==> src/rtl/inst_decode_stage.sv <==
// Instruction decode stage.
// Splits a raw instruction into type, register fields and an extended
// immediate at push time, then buffers the decoded entries in a small
// circular FIFO so the consumer can stall without stalling decode.
// in_ready depends only on the occupancy register, so there is no
// combinational ready path from out_ready back to in_ready.

module inst_decode_stage #(
   parameter int INST_W   = 32,
   parameter int REG_W    = 5,
   parameter int IMM_W    = 16,
   parameter int DATA_W   = 32,
   parameter bit SIGN_EXT = 1'b1,
   parameter int DEPTH    = 2
) (
   input  logic              clk,
   input  logic              rst_n,
   input  logic              flush,
   input  logic              in_valid,
   output logic              in_ready,
   input  logic [INST_W-1:0] in_inst,
   output logic              out_valid,
   input  logic              out_ready,
   output logic [1:0]        out_type,
   output logic [REG_W-1:0]  out_src1,
   output logic [REG_W-1:0]  out_src2,
   output logic [REG_W-1:0]  out_dest,
   output logic [REG_W-1:0]  out_cond,
   output logic [DATA_W-1:0] out_imm
);

   localparam int PTR_W = (DEPTH > 1) ? $clog2(DEPTH) : 1;
   localparam int CNT_W = $clog2(DEPTH + 1);

   // One decoded buffer entry
   typedef struct packed {
      logic [1:0]        typ;
      logic [REG_W-1:0]  src1;
      logic [REG_W-1:0]  src2;
      logic [REG_W-1:0]  dest;
      logic [REG_W-1:0]  cond;
      logic [DATA_W-1:0] imm;
   } entry_t;

   entry_t            mem_r [DEPTH];
   logic [PTR_W-1:0]  wr_ptr_r;
   logic [PTR_W-1:0]  rd_ptr_r;
   logic [CNT_W-1:0]  count_r;

   logic              push_s;
   logic              pop_s;
   entry_t            push_entry_s;
   logic [REG_W-1:0]  f1_s;
   logic [REG_W-1:0]  f2_s;
   logic [REG_W-1:0]  f3_s;
   logic [IMM_W-1:0]  imm_raw_s;
   logic [DATA_W-1:0] imm_ext_s;
   logic              unused_opcode_bits_s;

   // Opcode bits between the type field and F1 carry no decoded meaning
   assign unused_opcode_bits_s = ^in_inst[5:2];

   // Handshake qualifiers, derived only from registered occupancy
   always_comb begin
      in_ready  = (count_r != CNT_W'(DEPTH));
      out_valid = (count_r != {CNT_W{1'b0}});
      push_s    = in_valid & in_ready;
      pop_s     = out_valid & out_ready;
   end

   // Field extraction and immediate extension of the incoming instruction
   always_comb begin
      f1_s      = in_inst[6 +: REG_W];
      f2_s      = in_inst[6 + REG_W +: REG_W];
      f3_s      = in_inst[6 + 2*REG_W +: REG_W];
      imm_raw_s = in_inst[INST_W-1 -: IMM_W];
      imm_ext_s = {DATA_W{SIGN_EXT & imm_raw_s[IMM_W-1]}};
      imm_ext_s[IMM_W-1:0] = imm_raw_s;
   end

   // Type-dependent field routing; unused fields of each type are zero
   always_comb begin
      push_entry_s      = '0;
      push_entry_s.typ  = in_inst[1:0];
      push_entry_s.src1 = f1_s;
      case (in_inst[1:0])
         2'b00: begin
            push_entry_s.src2 = {REG_W{1'b0}};
         end
         2'b01: begin
            push_entry_s.src2 = f2_s;
            push_entry_s.dest = f3_s;
         end
         2'b10: begin
            push_entry_s.dest = f3_s;
            push_entry_s.imm  = imm_ext_s;
         end
         2'b11: begin
            push_entry_s.cond = f2_s;
            push_entry_s.imm  = imm_ext_s;
         end
         default: begin
            push_entry_s = '0;
         end
      endcase
   end

   // Entry storage; contents are masked at the output whenever count is zero
   always_ff @(posedge clk) begin
      if (push_s && !flush) begin
         mem_r[wr_ptr_r] <= push_entry_s;
      end
   end

   // Occupancy and pointer bookkeeping; flush beats push and pop
   always_ff @(posedge clk or negedge rst_n) begin
      if (!rst_n) begin
         wr_ptr_r <= {PTR_W{1'b0}};
         rd_ptr_r <= {PTR_W{1'b0}};
         count_r  <= {CNT_W{1'b0}};
      end else if (flush) begin
         wr_ptr_r <= {PTR_W{1'b0}};
         rd_ptr_r <= {PTR_W{1'b0}};
         count_r  <= {CNT_W{1'b0}};
      end else begin
         if (push_s) begin
            wr_ptr_r <= wr_ptr_r + PTR_W'(1);
         end
         if (pop_s) begin
            rd_ptr_r <= rd_ptr_r + PTR_W'(1);
         end
         case ({push_s, pop_s})
            2'b10:   count_r <= count_r + CNT_W'(1);
            2'b01:   count_r <= count_r - CNT_W'(1);
            default: count_r <= count_r;
         endcase
      end
   end

   // Head entry presentation, forced to zero while the buffer is empty
   always_comb begin
      out_type = 2'b00;
      out_src1 = {REG_W{1'b0}};
      out_src2 = {REG_W{1'b0}};
      out_dest = {REG_W{1'b0}};
      out_cond = {REG_W{1'b0}};
      out_imm  = {DATA_W{1'b0}};
      if (out_valid) begin
         out_type = mem_r[rd_ptr_r].typ;
         out_src1 = mem_r[rd_ptr_r].src1;
         out_src2 = mem_r[rd_ptr_r].src2;
         out_dest = mem_r[rd_ptr_r].dest;
         out_cond = mem_r[rd_ptr_r].cond;
         out_imm  = mem_r[rd_ptr_r].imm;
      end else begin
         out_type = 2'b00;
      end
   end

   inst_decode_stage_chk #(
      .DEPTH (DEPTH),
      .CNT_W (CNT_W)
   ) u_chk (
      .clk     (clk),
      .rst_n   (rst_n),
      .count_r (count_r),
      .push_s  (push_s),
      .pop_s   (pop_s)
   );

endmodule

// Occupancy invariants of the decode buffer.
module inst_decode_stage_chk #(
   parameter int DEPTH = 2,
   parameter int CNT_W = 2
) (
   input logic             clk,
   input logic             rst_n,
   input logic [CNT_W-1:0] count_r,
   input logic             push_s,
   input logic             pop_s
);

   a_count_bound: assert property (@(posedge clk) disable iff (!rst_n)
      count_r <= CNT_W'(DEPTH));

   a_no_push_full: assert property (@(posedge clk) disable iff (!rst_n)
      (count_r == CNT_W'(DEPTH)) |-> !push_s);

   a_no_pop_empty: assert property (@(posedge clk) disable iff (!rst_n)
      (count_r == {CNT_W{1'b0}}) |-> !pop_s);

endmodule

==> config.mk <==
export PLATFORM = sky130hd
export DESIGN_NAME = inst_decode_stage
export DESIGN_NICKNAME = d
export VERILOG_FILES = /design/src/rtl/inst_decode_stage.sv
export SDC_FILE = /design/constraint.sdc
export NUM_CORES = 1
export LEC_CHECK = 0
export CAP_MARGIN = 20
export CORE_MARGIN = 2
export CORE_UTILIZATION = 48
export DETAILED_ROUTE_END_ITERATION = 10
export PLACE_DENSITY = 0.79
export SLEW_MARGIN = 30
export SYNTH_ARGS = -nofsm -noshare
export SYNTH_HDL_FRONTEND = slang
export SYNTH_SLANG_ARGS = --single-unit
==> constraint.sdc <==
create_clock -name clk -period 5.3 [get_ports clk]
set_input_delay 1.06 -clock clk [delete_from_list [all_inputs] [get_ports clk]]
set_output_delay 1.06 -clock clk [all_outputs]
set_load 0.01 [all_outputs]
==> metrics.txt, run 1 <==
status finished clean; WP data required roughly 4.2 ns; gr ovfl total 0; worst-margin pin slew 0.926 ns; CP endpoint kind primary output; GRT Util Overall 0.171; total of max-cap violations 0; syn avg cell area 14.3 sq um; Worst Hold Class reg2reg; Final Net Count 359; HPWL Detailed 4130 microns; synth top area cells edfxtp_1, mux2i_1, nor2_1, buf_4, nor2b_1; Max-Slew Margin vs Limit 0.381; H-tree levels 3; Max Slew Vio Count 0; Post-synth ARST share 0.0500; Worst Path Buf+Inv 1; vias in the first global route 2,156; postcts setup bufs 0; critical path peak fanout 39; Seq/Total Area, Yosys 0.686; WL final 6360 microns; Clock Sinks 80; EDFF count, synth 76; FP Rows 30; Ys Warns 0; clock buffer depth 2; via count 2,050; largest family of logic cells by synthesized area simple AND/OR/NAND/NOR gates; # diodes 0; Synth Area in XOR/XNOR 0.00252; Vias/cell 4.89; Initial Util 0.503; area growth from synthesis to layout 30.1%; cts repair resizes 0; number of synthesized register bits 80; post-synthesis cell type count 25; PD cells 300 nW/um^2; initial antenna violation count 0; Die Wd 89.0 microns; Critical-path top delay cell nor2_4; top post-synthesis cells by count edfxtp_1, nor2_1, mux2i_1; Clk Latency, worst-skew pair 0.35 ns; cts bufs inserted 9; post-synth top area share 0.658; DRC Markers 0; Worst path depth 3; Hold Crit Depth 2; setup TNS 0 ns; Register-to-Register Path Depth 5; DRT iter0 DRCs 116; synthesized cell area about 3500 sq um; routability cong. just over 0.7; Post-CTS Hold Buffers 0; Synth Area in Adders 0.0108; die area 7930 sq um; unrepaired setup endpoints after global routing no; Top delay family on crit path simple AND/OR/NAND/NOR gates; post-synthesis compound-gate area fraction 0.0130; Clock Skew 0.00734 ns; I/O pins 93; first-pass GRT wire length between 9000 and 10,000 microns; Most used DFF post-synth edfxtp_1; First-pass DRT Iterations 4; WL/cell 15.2 microns; leakage between 1.5 and 2 nW; CTS tree built; pin count of the biggest net entering global routing 40; clock root buffer clkbuf_8; Final setup viols 0; Antenna Nets Post-Route 0; simple-gate share of the synthesized area 0.115; Tcrit/Tclk final 0.687; top-count cell post-synth edfxtp_1; WS Path Type reg2out; Core ar. 6910 sq um; Synth area leader edfxtp_1; Peak VDD IR between 0.00015 and 0.0002 V; fin cells 419; die height 89.0 microns; FMAX between 0.2 and 0.3 GHz; Placed Cells 404; CP Data Arrival Time about 2.6 ns; Worst-path clk slew around 0.070 ns; CP peak stage delay 0.76 ns; Final Hold Fails 0; syn_nets 282; fin crit period 3.64 ns; Startpoint Class flop; Post-Synthesis Cells about 240; crit-path cells nor2_4 > nor2_1 > clkdlybuf4s50_1; mux contribution to synthesized area 0.112; fraction of layout cells with a size suffix above 1 0.0774; number of port buffers 88
==> worst reg2reg max path: stages (launching register included) <==
cell     delay (ns)
dfrtp_1        0.47
nor2b_2        0.21
inv_2          0.07
nand2_1        0.10
nor3b_2        0.21
buf_4          0.46
==> state kept, by name, indices dropped and copies added (netlist names) <==
name,flops
mem_r,76
rd_ptr_r,1
wr_ptr_r,1
count_r,2
==> final timing paths <==
| check | endpoint | start | slack, ns |
|---|---|---|---|
| max | out_imm[16] | count_r[0] | 1.66 |
| min | wr_ptr_r | wr_ptr_r | 0.62 |
| max reg2reg | mem_r[1][13] | count_r[1] | 3.40 |
| min reg2reg | wr_ptr_r | wr_ptr_r | 0.62 |
| max in group asynchronous | rd_ptr_r | rst_n | 4.16 |
| min in group asynchronous | count_r[1] | rst_n | 0.93 |
==> cell type report <==
cell class                 instances  area (sq um)
multi-input combinational        131           900
clock inverter                     6          60.1
sequential                        80          2380
clock buffer                       9           124
inverter                           5          18.8
timing repair buffer              92           911
fill                             533          2390
tap                               96           120
==> where the power goes <==
group          total [mW]  internal [mW]  switching (mW)
registers           0.727          0.719         0.00795
clock network       0.419          0.213           0.206
logic               0.209          0.109          0.0998
==> cells in the final DEF (no fill, tap or decap), drive strengths merged, types with 2 or more instances in the layout <==
| master | count |
|---|---|
| a21oi | 4 |
| o21ai | 2 |
| clkinv | 3 |
| ha | 3 |
| inv | 6 |
| dfrtp | 4 |
| and2 | 10 |
| nor2 | 41 |
| mux2i | 39 |
| clkdlybuf4s50 | 88 |
| nor3b | 2 |
| buf | 4 |
| nor2b | 22 |
| edfxtp | 76 |
| clkbuf | 9 |
==> metrics by stage <==
stage,utilization,setup WS (ns),hold slack [ns],power (mW),cell area (sq um)
after floorplan,-,0.875,0.529,0.857,3470
after global placement,0.627,2.02,0.569,0.946,4330
after detailed placement,0.627,1.96,0.618,0.953,4330
after CTS,0.654,1.57,0.624,1.37,4520
after global routing,0.654,1.44,0.650,1.41,4520
final,0.654,1.66,0.624,1.35,4520
==> metal layers <==
layer	up-vias	GRT usage	wire (microns)
met3	11	0.0388	274
met4	0	0.107	157
met1	989	0.185	2610
met5	-	0	0
met2	61	0.301	3320
li1	989	-	-
==> cells by family (layout without fill, tap and decap cells) <==
kind of cell	Yosys count	after routing
fa+ha+maj	3	3
flops	80	80
xor+xnor	1	1
mux	39	39
simple gates	80	80
compound gates	8	8
buf+inv	31	112
No activity file was read; power rests on OpenSTA's default activity.
==> run 2: changes to the inputs <==
==> constraint.sdc (replaced) <==
create_clock -name clk -period 3.8 [get_ports clk]
set_input_delay 0.76 -clock clk [delete_from_list [all_inputs] [get_ports clk]]
set_output_delay 0.76 -clock clk [all_outputs]
set_load 0.01 [all_outputs]
==> metrics.txt, run 2 (same netlist as run 1, synthesis figures left out) <==
commonest non-fill, non-tap cell in the layout clkdlybuf4s50_1; Startpoint Class flop; Largest regs mem_r: 76 flops, count_r: 2 flops; WS Path Type reg2out; WL/cell 15.0 microns (-1.0%); commonest non-fill, non-tap cells in the layout clkdlybuf4s50_1, edfxtp_1, nor2_1; DRT iter0 DRCs 94 (-19%); worst reg2reg setup slack 1.87 ns (-1.53 ns); setup TNS 0 ns (unchanged); Final setup viols 0 (unchanged); Final Hold Fails 0 (unchanged); area occupied by multi-input gates 912 sq um (+1.4%); # diodes 0 (unchanged); unrepaired setup endpoints after global routing no; Top delay family on crit path simple AND/OR/NAND/NOR gates; First-pass DRT Iterations 4 (unchanged); DRC Markers 0 (unchanged); Post-CTS Hold Buffers 0 (unchanged); HPWL Detailed 4060 microns (-1.8%); die area 7930 sq um (unchanged); total of max-cap violations 0 (unchanged); Biggest register mem_r; first-pass GRT wire length 9900 microns (+0.85%); fraction of layout cells with a size suffix above 1 0.0802 (+0.00285); H-tree levels 3 (unchanged); Final Net Count 360 (+0.28%); Worst-path clk slew 0.07 ns (about the same); GRT Util Overall 0.171 (+0.000654); cts bufs inserted 9 (unchanged); via count 2,042 (-0.39%); die height 89.0 microns (unchanged); Clock Sinks 80 (unchanged); Fillers 531 (-0.38%); critical path peak fanout 17 (-56%); vias in the first global route 2,128 (-1.3%); clock buffer depth 2 (unchanged); pin count of the biggest net entering global routing 39 (-2.5%); Worst Hold Class in2async; CP Data Arrival Time 2.20 ns (-0.38 ns); CP endpoint kind primary output; Peak VDD IR 0.000302 V (+96%); Reg area 2380 sq um (unchanged); Design Area, Final 4560 sq um (+1.0%); Largest register FFs 76 (unchanged); DP Area 4350 sq um (+0.46%); Max Slew Vio Count 0 (unchanged); Critical-path top delay cell clkdlybuf4s50_1; Antenna Nets Post-Route 0 (unchanged); Hold Slack 0.623 ns (-0.00137 ns); Worst Path Buf+Inv 1 (unchanged); Vias/cell 4.86 (-0.63%); FMAX approximately 0.34 GHz; Tcrit/Tclk final 0.780; CP peak stage delay 0.69 ns (-0.07 ns); worst-margin pin slew 0.798 ns (-0.127 ns); initial antenna violation count 0 (unchanged); I/O pins 93 (unchanged); Max-Slew Margin vs Limit 0.466 (+0.0842); cts repair resizes 0 (unchanged); crit-path cells nor2_4 > nor2_1 > clkdlybuf4s50_1; PD cells 431 nW/um^2 (+44%); number of port buffers 88 (unchanged); leakage 1.54 nW (+0.72%); routability cong. 0.671 (-6.0%); Core ar. 6910 sq um (unchanged); FP Rows 30 (unchanged); Clock Skew 0.0107 ns (+0.00338 ns); postcts setup bufs 0 (unchanged); Initial Util 0.503 (unchanged); gr ovfl total 0 (unchanged); area growth from synthesis to layout 31.5%; WP data required 3.04 ns (-1.20 ns); clock root buffer clkbuf_8; CTS tree built; Die Wd 89.0 microns (unchanged); fin crit period 2.96 ns; WL final 6310 microns (-0.80%); status finished clean; Clk Latency, worst-skew pair 0.34 ns (about the same)
-- run 2: metal layers --
layer | vias up | share of wire | GRT usage
li1 | 999 | - | -
met3 | 9 | 0.057 | 0.0554
met2 | 58 | 0.52 | 0.301
met5 | - | 0 | 0
met4 | 0 | 0.015 | 0.0692
met1 | 976 | 0.41 | 0.194
-- run 2: worst register-to-register path, stage by stage, from the launching register on --
cell	delay, ns
dfrtp_1	0.46
nor2b_2	0.21
inv_2	0.08
nand2_1	0.13
nor3b_4	0.21
buf_4	0.48
-- run 2: area by class of cell --
| cell class | count | share of cell area |
|---|---|---|
| multi-input combinational | 131 | 0.200 |
| tap | 96 | 0.0263 |
| clock buffer | 10 | 0.0280 |
| timing repair buffer | 93 | 0.201 |
| inverter | 5 | 0.00411 |
| sequential | 80 | 0.522 |
| clock inverter | 5 | 0.0181 |
-- run 2: final timing paths --
check,startpoint,end,cells past startpoint
worst max-delay path,count_r[0],out_imm[26],3
worst min-delay path,rst_n,count_r[0],1
worst max register to register,count_r[1],mem_r[1][51],5
worst min register to register,wr_ptr_r,wr_ptr_r,2
max in group asynchronous,rst_n,rd_ptr_r,1
min in group clk,wr_ptr_r,wr_ptr_r,2
-- run 2: power by group --
part,switching [mW],total (mW),internal (mW)
Combinational,0.140,0.294,0.154
Sequential,0.0112,1.01,1.00
Clock,0.293,0.660,0.366
-- run 2: metrics by stage --
| step | worst slack [ns] | util | power [mW] | cells |
|---|---|---|---|---|
| after global routing | 0.607 | 0.661 | 2.05 | 420 |
| after CTS | 0.766 | 0.661 | 1.99 | 420 |
| final | 0.836 | 0.661 | 1.97 | 420 |
| after detailed placement | 1.09 | 0.630 | 1.33 | 405 |
| after floorplan | 0.985 | - | 1.20 | 242 |
| after global placement | 1.14 | 0.630 | 1.32 | 405 |
